`src/rtl/wb_queue.sv`:
```
// Writeback queue between result producers and the register-file write port.
// Define WB_QUEUE_FORWARD_EN to enable read-port forwarding from pending entries.
module wb_queue #(
    parameter int WORDSIZE = 64,
    parameter int DEPTH    = 4
) (
    input  logic                       clk,
    input  logic                       rst_n,
    input  logic                       in_valid,
    output logic                       in_ready,
    input  logic [4:0]                 in_addr,
    input  logic [WORDSIZE-1:0]        in_data,
    output logic                       write_en,
    output logic [4:0]                 write_addr,
    output logic [WORDSIZE-1:0]        write_data,
    input  logic [4:0]                 fwd_addr_a,
    input  logic [4:0]                 fwd_addr_b,
    output logic                       fwd_hit_a,
    output logic                       fwd_hit_b,
    output logic [WORDSIZE-1:0]        fwd_data_a,
    output logic [WORDSIZE-1:0]        fwd_data_b,
    output logic [$clog2(DEPTH):0]     count,
    output logic                       full,
    output logic                       empty
);

    localparam int PW = $clog2(DEPTH);
    localparam int CW = PW + 1;

    logic [PW-1:0]       rd_ptr;
    logic [PW-1:0]       wr_ptr;
    logic [CW-1:0]       cnt;
    logic [4:0]          mem_addr [DEPTH];
    logic [WORDSIZE-1:0] mem_data [DEPTH];
    logic                push;
    logic                pop;

    assign count    = cnt;
    assign full     = (cnt == CW'(DEPTH));
    assign empty    = (cnt == '0);
    assign in_ready = !full;

    // Writes to x0 complete the handshake but are dropped here.
    assign push = in_valid && in_ready && (in_addr != 5'd0);
    assign pop  = !empty;

    always_ff @(posedge clk or negedge rst_n) begin
        if (!rst_n) begin
            rd_ptr <= '0;
            wr_ptr <= '0;
            cnt    <= '0;
            for (int i = 0; i < DEPTH; i++) begin
                mem_addr[i] <= '0;
                mem_data[i] <= '0;
            end
        end else begin
            if (push) begin
                mem_addr[wr_ptr] <= in_addr;
                mem_data[wr_ptr] <= in_data;
                wr_ptr           <= wr_ptr + 1'b1;
            end
            if (pop) begin
                rd_ptr <= rd_ptr + 1'b1;
            end
            case ({push, pop})
                2'b10:   cnt <= cnt + 1'b1;
                2'b01:   cnt <= cnt - 1'b1;
                default: cnt <= cnt;
            endcase
        end
    end

    assign write_en   = !empty;
    assign write_addr = empty ? 5'd0 : mem_addr[rd_ptr];
    assign write_data = empty ? '0 : mem_data[rd_ptr];

`ifdef WB_QUEUE_FORWARD_EN
    logic [PW-1:0] idx;

    // Walk oldest to youngest so the last match seen is the youngest.
    always_comb begin
        fwd_hit_a  = 1'b0;
        fwd_hit_b  = 1'b0;
        fwd_data_a = '0;
        fwd_data_b = '0;
        idx        = '0;
        for (int i = 0; i < DEPTH; i++) begin
            idx = rd_ptr + PW'(i);
            if (CW'(i) < cnt) begin
                if (fwd_addr_a != 5'd0 && mem_addr[idx] == fwd_addr_a) begin
                    fwd_hit_a  = 1'b1;
                    fwd_data_a = mem_data[idx];
                end
                if (fwd_addr_b != 5'd0 && mem_addr[idx] == fwd_addr_b) begin
                    fwd_hit_b  = 1'b1;
                    fwd_data_b = mem_data[idx];
                end
            end
        end
    end
`else
    wire unused_fwd = ^{fwd_addr_a, fwd_addr_b};

    assign fwd_hit_a  = 1'b0;
    assign fwd_hit_b  = 1'b0;
    assign fwd_data_a = '0;
    assign fwd_data_b = '0;
`endif

endmodule

```
`config.mk`:
```
export PLATFORM = sky130hd
export DESIGN_NAME = wb_queue
export DESIGN_NICKNAME = d
export VERILOG_FILES = /design/src/rtl/wb_queue.sv
export SDC_FILE = /design/constraint.sdc
export NUM_CORES = 1
export LEC_CHECK = 0
export CAP_MARGIN = 20
export CORE_MARGIN = 3
export CORE_UTILIZATION = 45
export CTS_BUF_LIST = sky130_fd_sc_hd__clkbuf_4 sky130_fd_sc_hd__clkbuf_8
export DETAILED_ROUTE_END_ITERATION = 7
export PLACE_DENSITY_LB_ADDON = 0.25
export RECOVER_POWER = 100
export REMOVE_ABC_BUFFERS = 1
export SLEW_MARGIN = 10
export SYNTH_ARGS = -nofsm -noshare
export SYNTH_HDL_FRONTEND = slang
export SYNTH_SLANG_ARGS = --single-unit
```
`constraint.sdc`:
```
create_clock -name clk -period 3.1 [get_ports clk]
set_input_delay 0.62 -clock clk [delete_from_list [all_inputs] [get_ports clk]]
set_output_delay 0.62 -clock clk [all_outputs]
set_load 0.03 [all_outputs]
```
==> flow_summary_export.csv <==
group,metric,value,unit
run_status,status,"complete, but fails checks",
worst_hold_path,hold_path.class,"register to register",
setup_path,path_max_fanout,18,
grt,track_usage,0.172,
place,hpwl,17.0,mm
setup_path,crit_type,"register to output port",
setup_path,start_kind,"register",
grt,antenna_found_initial,1,
timing,setup_viol,0,
timing,fin_crit,2.99,ns
detailed_routing,dr.pass1.iters,4,
worst_hold_path,holdPathStages,1,
floorplan,die-area,32700,sq um
setup_path,crit_start,"rd_ptr[0]",
timing,tns,0,ns
floorplan,start_util,0.460,
clock_tree,cts.root.buffer_cell,"clkbuf_8",
job,maxCapViolations,1,
clock_tree,cts_tree,"done",
logic_synthesis,synthesis.area,13700,sq um
grt,overflow,0,
clock_tree,clkTransAtPathRegs,0.06,ns
detailed_routing,detail_route.vias_per_cell,5.02,
pwr,p_leak,6.95,nW
timing,fin_hold_ws,0.499,ns
clock_tree,clk_latency,0.55,ns
place,numPortBuffers,147,
setup_path,r2r-start,"wr_ptr[1]",
setup_path,crit_required,2.48,ns
logic_synthesis,syn_inst,917,
detailed_routing,drc,0,
detailed_routing,vias,7602,
grt,grt_pass1_wl,45.3,mm
pwr,ir_drop,762,uV
setup_path,crit_path_end_kind,"output port",
cells_and_area,nFillCells,2520,
detailed_routing,ant_nets,0,
detailed_routing,dr.first_iter.drc_count,376,
logic_synthesis,seq_area_frac_synth,0.516,
floorplan,die_h,181,um
worst_hold_path,worstHoldStart,"mem_addr[8]",
pwr,total_power,20.0,mW
clock_tree,cts-buffers-inserted,49,
timing,maxSlewHeadroom,-0.255,
detailed_routing,avgRoutedWirePerCell,18.5,um
cells_and_area,syn2layout_area_growth,17.3,%
logic_synthesis,yosys_warnings,0,
setup_path,worstRegToRegCells,6,
clock_tree,cts_hold_buf,0,
clock_tree,clockBufferDepth,3,
run_status,violations,"capacitance limit, slew limit",
logic_synthesis,syn_avg_cell_area,15.0,sq um
timing,fmax,0.335,GHz
cells_and_area,drive_gt1_frac,0.421,
detailed_routing,drt-total-wl,28.0,mm
setup_path,arrival,2.37,ns
grt,grt_max_degree,77,
timing,report.final.slew_viol_count,76,
floorplan,rows,63,
cells_and_area,nNetsFinal,1178,
timing,finalClockSkew,0.0182,ns
floorplan,die_x,181,um
timing,tightestPinTransition,1.88,ns
clock_tree,htreeDepth,2,
place,post-place-ws,0.204,ns
clock_tree,cts_num_sinks,283,
pwr,p_per_area,1240,nW/um^2
floorplan,pin_count,288,
logic_synthesis,synth.distinct_cells,24,
timing,setup_ws,0.114,ns
timing,fin_crit_sh,0.963,
logic_synthesis,synth_seq_cells,283,
timing,rsz0062_at_grt,"false",
place,gp_congestion,0.708,
floorplan,coreArea,29900,sq um
timing,hold_viol_final,0,
cells_and_area,diodes,0,
grt,grt_pass1_vias,8257,
[worst max-delay path, stage by stage, from the launching register on]
cell	delay, ns
dfrtp_4	0.53
buf_12	0.22
mux4_2	0.52
and2_1	0.18
dlygate4sd2_1	0.35
[power breakdown]
part	switching [mW]	internal [mW]
clock	1.46	1.99
combinational	5.05	4.99
sequential	0.942	5.62
total	7.45	12.6
[cell type report]
class,instances,area [sq um],share of cell area
inverters,9,33.8,0.00210
multi-input cells,572,5850,0.363
clock inverters,6,37.5,0.00233
repair buffers,175,1630,0.101
flip-flops and latches,283,7090,0.440
well taps,390,488,0.0303
clock buffers,80,982,0.0610
[logic make-up after synthesis]
family / Yosys count / synth area share
other: 1 / 0.000273
AO/OA/AOI/OAI: 5 / 0.00428
flip-flops: 283 / 0.516
buffers and inverters: 191 / 0.0935
adder cells (fa/ha/maj): 6 / 0.00601
XOR/XNOR: 6 / 0.00383
AND/OR/NAND/NOR: 78 / 0.0354
multiplexers: 347 / 0.341
[sequential cells by signal, summed over array words and instances, names as in the netlist]
signal,flops
mem_data,256
mem_addr,20
count,3
rd_ptr,2
wr_ptr,2
[path summary, 6_finish.rpt]
check	end	slack, ns
min in group asynchronous	mem_data[31]	0.59
max reg2reg	mem_data[147]	0.70
min	mem_addr[8]	0.50
min reg2reg	mem_addr[8]	0.50
max	write_data[0]	0.11
max in group asynchronous	mem_data[196]	0.63
[repair_timing]
item | 4_1_cts | 5_1_grt
endpoints found under the setup margin | 69 | 13
gates resized for setup | 72 | 23
buffers inserted | 1 | 0
gates cloned | 1 | 0
pin swaps | 0 | 0
[synthesized netlist by cell type]
| cell | n | area [sq um] |
|---|---|---|
| a211o_1 | 1 | 8.76 |
| a211oi_2 | 4 | 50.1 |
| and2_1 | 69 | 432 |
| buf_2 | 27 | 135 |
| buf_4 | 134 | 1010 |
| buf_6 | 4 | 45.0 |
| clkbuf_1 | 17 | 63.8 |
| clkinv_1 | 1 | 3.75 |
| conb_1 | 1 | 3.75 |
| dfrtp_1 | 283 | 7080 |
| fa_1 | 1 | 20.0 |
| ha_1 | 5 | 62.6 |
| inv_1 | 7 | 26.3 |
| inv_2 | 1 | 3.75 |
| mux2_2 | 277 | 3120 |
| mux2i_1 | 1 | 10.0 |
| mux4_2 | 69 | 1550 |
| nand2_1 | 5 | 18.8 |
| nand3_1 | 1 | 5.00 |
| nor2_1 | 1 | 3.75 |
| nor4_4 | 1 | 21.3 |
| or3_1 | 1 | 6.26 |
| xnor2_1 | 4 | 35.0 |
| xor2_1 | 2 | 17.5 |
[metrics by stage]
stage / utilization / std cells / cell area, sq um
after floorplan: - / 864 / 13000
after global placement: 0.514 / 1427 / 15400
after detailed placement: 0.514 / 1427 / 15400
after CTS: 0.547 / 1515 / 16300
after global routing: 0.539 / 1515 / 16100
final: 0.539 / 1515 / 16100
[routing by layer]
layer,vias up,track usage,routed length (um)
met5,-,0,13
met4,2,0.0405,396
met3,39,0.0378,1620
met2,245,0.281,13500
met1,3961,0.237,12400
li1,3355,-,-
[placed cells by master, fill, tap and decap left out, drive strengths merged, types with 8 or more instances in the layout]
master,instances
mux2,277
conb,130
and2,69
clkbuf,101
inv,8
buf,19
mux4,69
dlygate4sd2,56
clkdlybuf4s50,69
dfrtp,283
(Power assumes the default switching activity.)
